<file path="config.mk">
export PLATFORM = sky130hd
export DESIGN_NAME = des_iterative_sequencer
export DESIGN_NICKNAME = d
export VERILOG_FILES = /design/src/rtl/des_iterative_sequencer.sv
export SDC_FILE = /design/constraint.sdc
export NUM_CORES = 1
export LEC_CHECK = 0
export CAP_MARGIN = 10
export CORE_AREA = 2 2 79 81
export CTS_CLUSTER_SIZE = 25
export DETAILED_ROUTE_END_ITERATION = 10
export DIE_AREA = 0 0 81 83
export GPL_TIMING_DRIVEN = 0
export PLACE_DENSITY = 0.72
export RECOVER_POWER = 50
export SLEW_MARGIN = 15
export SYNTH_ARGS = -nofsm -noshare
export SYNTH_HDL_FRONTEND = slang
export SYNTH_SLANG_ARGS = --single-unit
</file>
<file path="constraint.sdc">
create_clock -name clk -period 1.3 [get_ports clk]
set_input_delay 0.325 -clock clk [delete_from_list [all_inputs] [get_ports clk]]
set_output_delay 0.325 -clock clk [all_outputs]
set_load 0.01 [all_outputs]
</file>
<file path="src/rtl/des_iterative_sequencer.sv">
// Iterative DES engine: one Feistel round per clock, 16 rounds per block,
// with an on-the-fly key schedule that runs forwards for encrypt and backwards for decrypt.
module des_iterative_sequencer (
    input  logic        clk,
    input  logic        reset_n,
    input  logic        in_valid,
    output logic        in_ready,
    input  logic [63:0] data_in,
    input  logic [63:0] key,
    input  logic        decrypt,
    output logic        out_valid,
    input  logic        out_ready,
    output logic [63:0] data_out,
    output logic        busy,
    output logic [3:0]  round_idx
);
    // Vector bit [W-1] is DES bit 1; tables hold 1-based DES bit numbers.
    localparam int IP_TAB [64] = '{
        58, 50, 42, 34, 26, 18, 10, 2, 60, 52, 44, 36, 28, 20, 12, 4,
        62, 54, 46, 38, 30, 22, 14, 6, 64, 56, 48, 40, 32, 24, 16, 8,
        57, 49, 41, 33, 25, 17,  9, 1, 59, 51, 43, 35, 27, 19, 11, 3,
        61, 53, 45, 37, 29, 21, 13, 5, 63, 55, 47, 39, 31, 23, 15, 7};

    localparam int FP_TAB [64] = '{
        40, 8, 48, 16, 56, 24, 64, 32, 39, 7, 47, 15, 55, 23, 63, 31,
        38, 6, 46, 14, 54, 22, 62, 30, 37, 5, 45, 13, 53, 21, 61, 29,
        36, 4, 44, 12, 52, 20, 60, 28, 35, 3, 43, 11, 51, 19, 59, 27,
        34, 2, 42, 10, 50, 18, 58, 26, 33, 1, 41,  9, 49, 17, 57, 25};

    localparam int E_TAB [48] = '{
        32,  1,  2,  3,  4,  5,  4,  5,  6,  7,  8,  9,
         8,  9, 10, 11, 12, 13, 12, 13, 14, 15, 16, 17,
        16, 17, 18, 19, 20, 21, 20, 21, 22, 23, 24, 25,
        24, 25, 26, 27, 28, 29, 28, 29, 30, 31, 32,  1};

    localparam int P_TAB [32] = '{
        16,  7, 20, 21, 29, 12, 28, 17,  1, 15, 23, 26,  5, 18, 31, 10,
         2,  8, 24, 14, 32, 27,  3,  9, 19, 13, 30,  6, 22, 11,  4, 25};

    localparam int PC1_TAB [56] = '{
        57, 49, 41, 33, 25, 17,  9,  1, 58, 50, 42, 34, 26, 18,
        10,  2, 59, 51, 43, 35, 27, 19, 11,  3, 60, 52, 44, 36,
        63, 55, 47, 39, 31, 23, 15,  7, 62, 54, 46, 38, 30, 22,
        14,  6, 61, 53, 45, 37, 29, 21, 13,  5, 28, 20, 12,  4};

    localparam int PC2_TAB [48] = '{
        14, 17, 11, 24,  1,  5,  3, 28, 15,  6, 21, 10,
        23, 19, 12,  4, 26,  8, 16,  7, 27, 20, 13,  2,
        41, 52, 31, 37, 47, 55, 30, 40, 51, 45, 33, 48,
        44, 49, 39, 56, 34, 53, 46, 42, 50, 36, 29, 32};

    // S1..S8, each 4 rows x 16 columns, row-major.
    localparam int S_TAB [512] = '{
        14, 4, 13, 1, 2, 15, 11, 8, 3, 10, 6, 12, 5, 9, 0, 7,
        0, 15, 7, 4, 14, 2, 13, 1, 10, 6, 12, 11, 9, 5, 3, 8,
        4, 1, 14, 8, 13, 6, 2, 11, 15, 12, 9, 7, 3, 10, 5, 0,
        15, 12, 8, 2, 4, 9, 1, 7, 5, 11, 3, 14, 10, 0, 6, 13,
        15, 1, 8, 14, 6, 11, 3, 4, 9, 7, 2, 13, 12, 0, 5, 10,
        3, 13, 4, 7, 15, 2, 8, 14, 12, 0, 1, 10, 6, 9, 11, 5,
        0, 14, 7, 11, 10, 4, 13, 1, 5, 8, 12, 6, 9, 3, 2, 15,
        13, 8, 10, 1, 3, 15, 4, 2, 11, 6, 7, 12, 0, 5, 14, 9,
        10, 0, 9, 14, 6, 3, 15, 5, 1, 13, 12, 7, 11, 4, 2, 8,
        13, 7, 0, 9, 3, 4, 6, 10, 2, 8, 5, 14, 12, 11, 15, 1,
        13, 6, 4, 9, 8, 15, 3, 0, 11, 1, 2, 12, 5, 10, 14, 7,
        1, 10, 13, 0, 6, 9, 8, 7, 4, 15, 14, 3, 11, 5, 2, 12,
        7, 13, 14, 3, 0, 6, 9, 10, 1, 2, 8, 5, 11, 12, 4, 15,
        13, 8, 11, 5, 6, 15, 0, 3, 4, 7, 2, 12, 1, 10, 14, 9,
        10, 6, 9, 0, 12, 11, 7, 13, 15, 1, 3, 14, 5, 2, 8, 4,
        3, 15, 0, 6, 10, 1, 13, 8, 9, 4, 5, 11, 12, 7, 2, 14,
        2, 12, 4, 1, 7, 10, 11, 6, 8, 5, 3, 15, 13, 0, 14, 9,
        14, 11, 2, 12, 4, 7, 13, 1, 5, 0, 15, 10, 3, 9, 8, 6,
        4, 2, 1, 11, 10, 13, 7, 8, 15, 9, 12, 5, 6, 3, 0, 14,
        11, 8, 12, 7, 1, 14, 2, 13, 6, 15, 0, 9, 10, 4, 5, 3,
        12, 1, 10, 15, 9, 2, 6, 8, 0, 13, 3, 4, 14, 7, 5, 11,
        10, 15, 4, 2, 7, 12, 9, 5, 6, 1, 13, 14, 0, 11, 3, 8,
        9, 14, 15, 5, 2, 8, 12, 3, 7, 0, 4, 10, 1, 13, 11, 6,
        4, 3, 2, 12, 9, 5, 15, 10, 11, 14, 1, 7, 6, 0, 8, 13,
        4, 11, 2, 14, 15, 0, 8, 13, 3, 12, 9, 7, 5, 10, 6, 1,
        13, 0, 11, 7, 4, 9, 1, 10, 14, 3, 5, 12, 2, 15, 8, 6,
        1, 4, 11, 13, 12, 3, 7, 14, 10, 15, 6, 8, 0, 5, 9, 2,
        6, 11, 13, 8, 1, 4, 10, 7, 9, 5, 0, 15, 14, 2, 3, 12,
        13, 2, 8, 4, 6, 15, 11, 1, 10, 9, 3, 14, 5, 0, 12, 7,
        1, 15, 13, 8, 10, 3, 7, 4, 12, 5, 6, 11, 0, 14, 9, 2,
        7, 11, 4, 1, 9, 12, 14, 2, 0, 6, 10, 13, 15, 3, 5, 8,
        2, 1, 14, 7, 4, 10, 8, 13, 15, 12, 9, 0, 3, 5, 6, 11};

    function automatic logic [63:0] perm_ip(input logic [63:0] v);
        logic [63:0] o;
        o = '0;
        for (int i = 0; i < 64; i++) o[6'(63 - i)] = v[6'(64 - IP_TAB[6'(i)])];
        return o;
    endfunction

    function automatic logic [63:0] perm_fp(input logic [63:0] v);
        logic [63:0] o;
        o = '0;
        for (int i = 0; i < 64; i++) o[6'(63 - i)] = v[6'(64 - FP_TAB[6'(i)])];
        return o;
    endfunction

    function automatic logic [47:0] perm_e(input logic [31:0] v);
        logic [47:0] o;
        o = '0;
        for (int i = 0; i < 48; i++) o[6'(47 - i)] = v[5'(32 - E_TAB[6'(i)])];
        return o;
    endfunction

    function automatic logic [31:0] perm_p(input logic [31:0] v);
        logic [31:0] o;
        o = '0;
        for (int i = 0; i < 32; i++) o[5'(31 - i)] = v[5'(32 - P_TAB[5'(i)])];
        return o;
    endfunction

    // Parity bits of the key simply never get selected.
    function automatic logic [55:0] perm_pc1(input logic [63:0] v);
        logic [55:0] o;
        o = '0;
        for (int i = 0; i < 56; i++) o[6'(55 - i)] = v[6'(64 - PC1_TAB[6'(i)])];
        return o;
    endfunction

    function automatic logic [47:0] perm_pc2(input logic [55:0] v);
        logic [47:0] o;
        o = '0;
        for (int i = 0; i < 48; i++) o[6'(47 - i)] = v[6'(56 - PC2_TAB[6'(i)])];
        return o;
    endfunction

    typedef enum logic [1:0] {IDLE, ROUND, DONE} state_t;

    state_t      state_reg, state_next;
    logic [31:0] l_reg, l_next, r_reg, r_next;
    logic [27:0] c_reg, c_next, d_reg, d_next;
    logic [3:0]  idx_reg, idx_next;
    logic        dec_reg, dec_next;
    logic        out_valid_reg, out_valid_next;
    logic [63:0] data_out_reg, data_out_next;
    logic        ready_reg;

    logic [27:0] c_rot, d_rot;
    logic        one_shift;
    logic [47:0] subkey, x_bits;
    logic [31:0] s_out, f_out;
    logic [63:0] ip_out, fp_out;
    logic [55:0] pc1_out;

    // Decrypt walks the schedule backwards: K16 is the unrotated PC-1 state.
    always_comb begin
        if (dec_reg)
            one_shift = (idx_reg == 4'd1) || (idx_reg == 4'd8) || (idx_reg == 4'd15);
        else
            one_shift = (idx_reg == 4'd0) || (idx_reg == 4'd1) || (idx_reg == 4'd8) ||
                        (idx_reg == 4'd15);
        c_rot = c_reg;
        d_rot = d_reg;
        if (dec_reg && idx_reg != 4'd0) begin
            c_rot = one_shift ? {c_reg[0], c_reg[27:1]} : {c_reg[1:0], c_reg[27:2]};
            d_rot = one_shift ? {d_reg[0], d_reg[27:1]} : {d_reg[1:0], d_reg[27:2]};
        end else if (!dec_reg) begin
            c_rot = one_shift ? {c_reg[26:0], c_reg[27]} : {c_reg[25:0], c_reg[27:26]};
            d_rot = one_shift ? {d_reg[26:0], d_reg[27]} : {d_reg[25:0], d_reg[27:26]};
        end
    end

    assign subkey  = perm_pc2({c_rot, d_rot});
    assign x_bits  = perm_e(r_reg) ^ subkey;
    assign f_out   = perm_p(s_out);
    assign ip_out  = perm_ip(data_in);
    assign pc1_out = perm_pc1(key);
    assign fp_out  = perm_fp({l_reg ^ f_out, r_reg});

    // Row comes from the outer two bits of each 6-bit group, column from the inner four.
    for (genvar gi = 0; gi < 8; gi++) begin : g_sbox
        logic [5:0] six;
        logic [8:0] sidx;
        assign six  = x_bits[47 - 6*gi -: 6];
        assign sidx = {3'(gi), six[5], six[0], six[4:1]};
        assign s_out[31 - 4*gi -: 4] = 4'(S_TAB[sidx]);
    end

    always_comb begin
        state_next     = state_reg;
        l_next         = l_reg;
        r_next         = r_reg;
        c_next         = c_reg;
        d_next         = d_reg;
        idx_next       = idx_reg;
        dec_next       = dec_reg;
        out_valid_next = out_valid_reg;
        data_out_next  = data_out_reg;
        case (state_reg)
            IDLE: begin
                if (in_valid && in_ready) begin
                    {l_next, r_next} = ip_out;
                    {c_next, d_next} = pc1_out;
                    dec_next         = decrypt;
                    idx_next         = 4'd0;
                    state_next       = ROUND;
                end
            end
            ROUND: begin
                l_next   = r_reg;
                r_next   = l_reg ^ f_out;
                c_next   = c_rot;
                d_next   = d_rot;
                idx_next = idx_reg + 4'd1;
                if (idx_reg == 4'd15) begin
                    data_out_next  = fp_out;
                    out_valid_next = 1'b1;
                    idx_next       = 4'd0;
                    state_next     = DONE;
                end
            end
            DONE: begin
                if (out_ready) begin
                    out_valid_next = 1'b0;
                    state_next     = IDLE;
                end
            end
            default: state_next = IDLE;
        endcase
    end

    always_ff @(posedge clk or negedge reset_n) begin
        if (!reset_n) begin
            state_reg     <= IDLE;
            l_reg         <= '0;
            r_reg         <= '0;
            c_reg         <= '0;
            d_reg         <= '0;
            idx_reg       <= '0;
            dec_reg       <= 1'b0;
            out_valid_reg <= 1'b0;
            data_out_reg  <= '0;
            ready_reg     <= 1'b0;
        end else begin
            state_reg     <= state_next;
            l_reg         <= l_next;
            r_reg         <= r_next;
            c_reg         <= c_next;
            d_reg         <= d_next;
            idx_reg       <= idx_next;
            dec_reg       <= dec_next;
            out_valid_reg <= out_valid_next;
            data_out_reg  <= data_out_next;
            ready_reg     <= 1'b1;
        end
    end

    // ready_reg holds in_ready low until the first edge after reset release.
    assign in_ready  = ready_reg && (state_reg == IDLE);
    assign busy      = (state_reg != IDLE);
    assign out_valid = out_valid_reg;
    assign data_out  = data_out_reg;
    assign round_idx = idx_reg;

endmodule

</file>
---- Yosys cells after proc, flatten, opt, wreduce, memory -nomap -nowiden ----
Cells that the tools add are included.
cells by class
  multiply operators ...................... 0
  multiplexer cells ....................... 10
  magnitude comparators ................... 0
  equality and inequality tests ........... 6
  $add $sub $neg .......................... 1
  bitwise operators ....................... 0
  reduce and logical (&&, ||, !) cells .... 9
  shifts and indexed selects .............. 0
  divide/modulo/power cells ............... 0
operator list
  cell                                                                    number
  4-bit 2-to-1 mux                                                        2
  4-bit case mux with 2 select lines                                      1
  2-bit 2-to-1 mux                                                        3
  2-bit inequality test (second input constant)                           3
  2-bit case mux with 3 select lines                                      1
  3-bit AND reduction                                                     2
  2-bit nonzero test                                                      3
  4-bit by 1-bit adder with 4-bit output (second input constant)          1
  4-bit equality test (second input constant)                             1
  2-bit by 1-bit equality test with 1-bit output (second input constant)  1
  2-bit equality test (second input constant)                             1
  1-bit logical AND                                                       2
  2-bit logical NOT                                                       1
  1-bit 2-to-1 mux                                                        2
  1-bit case mux with 2 select lines                                      1
  2-bit AND reduction                                                     1
storage, ports and cells
  output and inout port bits .............. 71
  memories ................................ 0
  bits in latches ......................... 0
  bits in writable memories ............... 0
  memory bits (read-only) ................. 0
  input port bits ......................... 133
  register bits ........................... 8

---- Longest topological paths before layout ----
Gate-level depths: netlist of the first run.
  word-level depth ........................ 5
  gate-level depth with buffers ........... 4
  gate-level depth less buffers ........... 4

---- Worst setup path before layout of the first run ----
OpenSTA, ideal clock, no wires.
  path type ............................... reg2out
  start point ............................. reg state_reg[0]
  end point ............................... out in_ready
  required time ........................... 975 ps
  path buffers ............................ 1
  data arrival time ....................... 932 ps
  path slack .............................. 43 ps
  cell stages (with the launch flop) ...... 4
  path through ............................ dfrtp_1 > buf_6 > or2_1 > nor2_1
on the way
  cells in the longest elaborated chain, start to end .. 2
ends and longest elaborated chain
  element                   RTL line  text
  start: declaration        132       state_t state_reg, state_next;
  start signal: assignment  238       state_reg <= state_next;
  2-bit logical NOT         252       assign in_ready = ready_reg && (state_reg == IDLE);
  1-bit logical AND         252
  end: declaration          7         output logic in_ready,
Every way passes these cells.

---- Final worst setup path of the first run ----
  start point ............................. reg state_reg[1]
  end point ............................... out in_ready
Same word-level chain as after synthesis.

==> results.txt, run 1 <==
status -> finished, violations left
failing checks -> negative setup slack
Syn Area/Cell -> 8.72 um2
largest family of logic cells by synthesized area -> buffers and inverters
CP required -> 0.98 ns
DP Worst Slack -> -0.383 ns
CTS tree -> done
post-synthesis mux area share -> 1.15%
clk slew on worst S/H paths -> 0.04 ns
sequential area share after synthesis -> 23.0%
Synth top area share -> 55.1%
Ant. Diodes -> 0
top cells by area, synth -> buf_4 55%, dfrtp_1 23%, a22o_1 2.0%
via count of the first global-routing pass -> 503
placer congestion estimate -> 0.683
count of cell types in the netlist -> 23
Maximum Capacitance Violations -> 0
row cnt -> 28
Peak VDD IR -> 0.822 mV
layout cells sized above 1 -> 42.4%
clock tree buffer depth -> 2
wire per inst -> 5.58 um
worst hold path type -> in -> async
post-synthesis cell count -> 100
adder-cell share of the synthesized area -> 1.43%
port buffer count -> 10
CP max-delay cell -> dfrtp_2
Slew Limit Fails -> 0
Post-CTS Hold Buffers -> 0
crit path DAT -> 1.09 ns
critical path type -> reg -> out
Pwr Density -> 1200 nW/um2
endpoints failing hold -> 0
initial antenna violation count -> 0
slowest stage delay, CP -> 0.40 ns
Bufs and invs on worst path -> 1
core area -> 5820 um2
startpoint types -> flip-flop
Post-Synth Simple-Gate Area -> 6.89%
pin count of the biggest net entering global routing -> 10
Fill cells -> 657
vias post-DR -> 632
GRT Util Overall -> 3.80%
Detailed Route WL -> 1410 um
Worst setup EP type -> output pin
Syn Std Cell Area -> 872 um2
Compound-Gate Fraction of Synth Area -> 9.47%
Routed Antenna Nets -> 0
CTS buffer count -> 3
Area Growth Syn to Fin -> 53.4%
DIE HEIGHT -> 83 um
FF+latch count, synth -> 8
1st-iter DRT viols -> 7
Setup Viol. Count Final -> 2
nets@finish -> 313
Post-Synth XOR/XNOR Area -> 0%
max reg flops -> 4
skew final -> 0.00192 ns
critical path, cell by cell -> or2_1, nor2_1, buf_2
Worst Path Max Fanout -> 2
DIE WIDTH -> 81 um
maximum clock rate -> 0.708 GHz
Final WS setup -> -0.113 ns
CTS root buffer -> clkbuf_8
Final min period -> 1.41 ns
RSZ-0062 raised after global routing -> true
Final Cycle Share -> 109%
CP top delay family -> flip-flops
GRT overflow -> 0
Hold Slack -> 0.466 ns
Pleak -> 0.810 nW
DRC errors left -> 0
YS warnings -> 0
# clock sinks -> 8
Die ar. -> 6720 um2
initial core utilization -> 15.0%
1st-pass router iterations -> 4
H-Tree Depth -> 1
IO Pins -> 204
Worst-Skew Late Latency -> 0.23 ns
wire length of the first global-routing pass -> 2110 um
vias per inst -> 2.51
post-DP HPWL -> 1240 um
Synth area leader -> buf_4
[metal layers]
| metal | track usage, % | up-vias | wire length (um) |
|---|---|---|---|
| met5 | 0 | - | 0 |
| met4 | 1.39 | 0 | 0 |
| met3 | 0.652 | 0 | 185 |
| li1 | - | 348 | - |
| met1 | 3.78 | 240 | 499 |
| met2 | 7.51 | 44 | 720 |
[cells in the final DEF (no fill, tap or decap)]
cell / n
dlygate4sd3_1: 2
a22o_1: 2
nand2b_1: 2
o22a_1: 1
clkdlybuf4s50_1: 1
conb_1: 65
dlygate4sd2_1: 2
mux2i_1: 1
dfrtp_1: 6
a21o_1: 1
o21ai_0: 1
o311ai_0: 1
ha_1: 1
nand3_1: 2
buf_2: 2
or2_1: 1
nor3_1: 1
a21boi_0: 1
a32o_1: 1
or2_4: 1
nor2_1: 3
clkbuf_8: 3
a41oi_1: 1
a21oi_2: 1
buf_4: 66
nand4_1: 1
inv_1: 2
clkdlybuf4s15_1: 3
dfrtp_2: 2
[report_power, final]
| group | leakage (nW) | total [W] | internal (W) | switching, W |
|---|---|---|---|---|
| clock network | 0.0216 | 0.000301 | 0.000201 | 0.000100 |
| registers | 0.0945 | 0.000468 | 0.000358 | 0.000109 |
| logic | 0.694 | 0.000840 | 0.000452 | 0.000388 |
| total | 0.810 | 0.00161 | 0.00101 | 0.000597 |
[synth_stat cells]
cell	instances
a41oi_1	1
or2_4	1
nand4_1	1
mux2i_1	1
a21oi_2	1
a32o_1	1
dfrtp_1	8
ha_1	1
a21o_1	1
buf_4	64
a22o_1	2
inv_1	2
a21boi_0	1
o21ai_0	1
nand3_1	2
o22a_1	1
nand2b_1	2
nor2_1	3
or2_1	1
nor3_1	1
buf_6	1
o311ai_1	1
conb_1	2
[stage by stage]
| stage | total power, W | cells | utilization, % | area (um2) | TNS (ns) |
|---|---|---|---|---|---|
| 2_1_floorplan | 0.00109 | 163 | - | 1110 | 0 |
| 3_3_place_gp | 0.00137 | 248 | 22.4 | 1300 | -1.15 |
| 3_5_place_dp | 0.00139 | 248 | 22.4 | 1300 | -1.27 |
| 4_1_cts | 0.00167 | 253 | 23.2 | 1350 | -0.262 |
| 5_1_grt | 0.00174 | 252 | 23.0 | 1340 | -0.362 |
| 6_report | 0.00161 | 252 | 23.0 | 1340 | -0.139 |
[what timing repair did]
| item | in CTS | in global routing |
|---|---|---|
| buffers inserted | 2 | 0 |
| pin swaps | 1 | 2 |
| endpoints found under the setup margin | 7 | 3 |
| hold endpoints to repair | 0 | 0 |
| resized for setup | 17 | 1 |
[final timing paths]
path	start	endpoint	slack, ns	depth (start not counted)
setup / recovery	state_reg[1]	in_ready	-0.11	3
hold / removal	reset_n	out_valid	0.47	1
setup reg to reg	round_idx[0]	out_valid	0.13	4
hold reg to reg	out_valid	out_valid	0.51	1
max in group asynchronous	reset_n	round_idx[2]	0.52	1
min in group clk	out_valid	out_valid	0.51	1
[cells by family after synthesis]
kind of cell,Yosys count
buffers and inverters,67
AND/OR/NAND/NOR,11
AO/OA/AOI/OAI,10
flip-flops,8
other,2
multiplexers,1
adder cells (fa/ha/maj),1
[layout make-up]
| class | count | area [um2] | area share, % |
|---|---|---|---|
| Multi-Input combinational cell | 88 | 409 | 30.6 |
| Timing Repair Buffer | 12 | 103 | 7.67 |
| Clock buffer | 3 | 41.3 | 3.09 |
| Tap cell | 75 | 93.8 | 7.02 |
| Buffer | 64 | 480 | 35.9 |
| Sequential cell | 8 | 203 | 15.2 |
| Inverter | 2 | 7.51 | 0.561 |
Power figures use the tool's default switching activity.
==> inputs of run 2 (changes only) <==
- GPL_TIMING_DRIVEN: 0 -> default
==> results.txt, run 2 (synthesis gave the netlist of run 1 again) <==
status -> finished, violations left
failing checks -> negative setup slack
DIE HEIGHT -> 83 um (unchanged)
Bufs and invs on worst path -> 2 (+1)
Slew Limit Fails -> 0 (unchanged)
Detailed Route WL -> 1150 um (-18%)
port buffer count -> 10 (unchanged)
worst hold path type -> in -> async
# clock sinks -> 8 (unchanged)
Area Growth Syn to Fin -> 2.58%
CP required -> 0.98 ns (about the same)
critical path type -> reg -> out
Tot Pwr -> 0.00159 W (-1.2%)
critical path, cell by cell -> or2_1, buf_4, buf_6
pin count of the biggest net entering global routing -> 10 (unchanged)
commonest non-fill, non-tap cell in the layout -> conb_1
GRT Util Overall -> 3.25% (-0.55 points)
IO Pins -> 204 (unchanged)
setup TNS -> -0.234 ns (-0.0949 ns)
core area -> 5820 um2 (unchanged)
CTS tree -> done
via count of the first global-routing pass -> 352 (-30%)
multi-input logic area -> 409 um2 (unchanged)
H-Tree Depth -> 1 (unchanged)
Worst setup EP type -> output pin
skew final -> 0.00643 ns (+0.00451 ns)
wire per inst -> 5.97 um (+7.1%)
Die ar. -> 6720 um2 (unchanged)
endpoints failing hold -> 0 (unchanged)
clock tree buffer depth -> 2 (unchanged)
CTS buffer count -> 3 (unchanged)
Final Cycle Share -> 109% (+0.54 points)
max reg flops -> 4 (unchanged)
vias per inst -> 2.60 (+3.5%)
initial antenna violation count -> 0 (unchanged)
initial core utilization -> 15.0% (unchanged)
clk slew on worst S/H paths -> 0.04 ns (about the same)
wire length of the first global-routing pass -> 1680 um (-20%)
crit path DAT -> 1.10 ns (about the same)
Pleak -> 0.496 nW (-39%)
GRT overflow -> 0 (unchanged)
1st-pass router iterations -> 4 (unchanged)
row cnt -> 28 (unchanged)
RSZ-0062 raised after global routing -> true
Pwr Density -> 1780 nW/um2 (+48%)
Setup Viol. Count Final -> 2 (unchanged)
post-DP HPWL -> 969 um (-22%)
DRC errors left -> 0 (unchanged)
Final WS setup -> -0.120 ns (-0.00708 ns)
Maximum Capacitance Violations -> 0 (unchanged)
Worst Path Max Fanout -> 2 (unchanged)
Post-CTS Hold Buffers -> 0 (unchanged)
Ant. Diodes -> 0 (unchanged)
Final min period -> 1.42 ns (+0.00708 ns)
FF/Latch Area -> 200 um2 (-1.2%)
DIE WIDTH -> 81 um (unchanged)
placer congestion estimate -> 0.796 (+17%)
vias post-DR -> 501 (-21%)
Routed Antenna Nets -> 0 (unchanged)
CTS root buffer -> clkbuf_8
CP top delay family -> flip-flops
maximum clock rate -> 0.704 GHz (-0.50%)
startpoint types -> flip-flop
Peak VDD IR -> 0.694 mV (-16%)
CP max-delay cell -> dfrtp_1
Fill cells -> 680 (+3.5%)
commonest non-fill, non-tap cells in the layout -> 65 x conb_1, 8 x dfrtp_1, 7 x buf_4
nets@finish -> 254 (-19%)
layout cells sized above 1 -> 11.9% (-31 points)
slowest stage delay, CP -> 0.37 ns (-0.03 ns)
1st-iter DRT viols -> 5 (-2)
Worst-Skew Late Latency -> 0.23 ns (about the same)
-- run 2: cell count changes in the layout (fill, tap and decap cells not counted) --
cell and change:
buf_4 -59, o311ai_1 +1, dlygate4sd3_1 -1, dlygate4sd2_1 +3, buf_2 -1, clkdlybuf4s50_1 +1, o311ai_0 -1, buf_6 +1
dfrtp_1 +2, clkdlybuf4s15_1 -3, dfrtp_2 -2
-- run 2: layout make-up --
type	count	area share [%]
clock buffer	3	4.62
inverter	2	0.839
multi-input combinational	88	45.7
sequential	8	22.4
tap	75	10.5
timing repair buffer	17	15.9
-- run 2: per-stage QoR --
stage                     util, %  hold WS [ns]  setup slack [ns]  cells  instance area, um2
after floorplan                 -        0.0294            0.0426    163                1110
after global placement       14.7         0.498            -0.275    189                 856
after detailed placement     14.7         0.507            -0.309    189                 856
after CTS                    15.1         0.393            -0.140    192                 881
after global routing         15.4         0.487            -0.182    193                 895
final                        15.4         0.448            -0.120    193                 895
-- run 2: timing repair --
| item | in CTS | in global routing |
|---|---|---|
| endpoints found under the setup margin | 7 | 4 |
| gates resized for setup | 13 | 2 |
| pin swaps | 1 | 0 |
| gates cloned | 0 | 0 |
| buffers inserted | 0 | 1 |
-- run 2: path summary, 6_finish.rpt --
path                         startpoint      endpoint  slack (ns)  depth (start not counted)
min in group clk              out_valid     out_valid        0.51                          1
hold reg to reg               out_valid     out_valid        0.51                          1
max in group asynchronous       reset_n  round_idx[2]        0.57                          1
setup / recovery           state_reg[1]          busy       -0.12                          3
hold / removal                  reset_n     ready_reg        0.45                          1
setup reg to reg           round_idx[0]  state_reg[1]        0.06                          5
-- run 2: power by group --
group	internal, W	total (W)	switching (W)
clock network	0.000201	0.000301	0.0000997
registers	0.000354	0.000405	0.0000507
logic	0.000433	0.000883	0.000450
total	0.000988	0.00159	0.000600
-- run 2: per-layer routing --
metal,up-vias,GRT usage (%),share of wire (%)
met2,44,5.26,53
li1,231,-,-
met5,-,0,0
met3,0,0.652,13
met4,0,2.31,0
met1,226,3.71,34
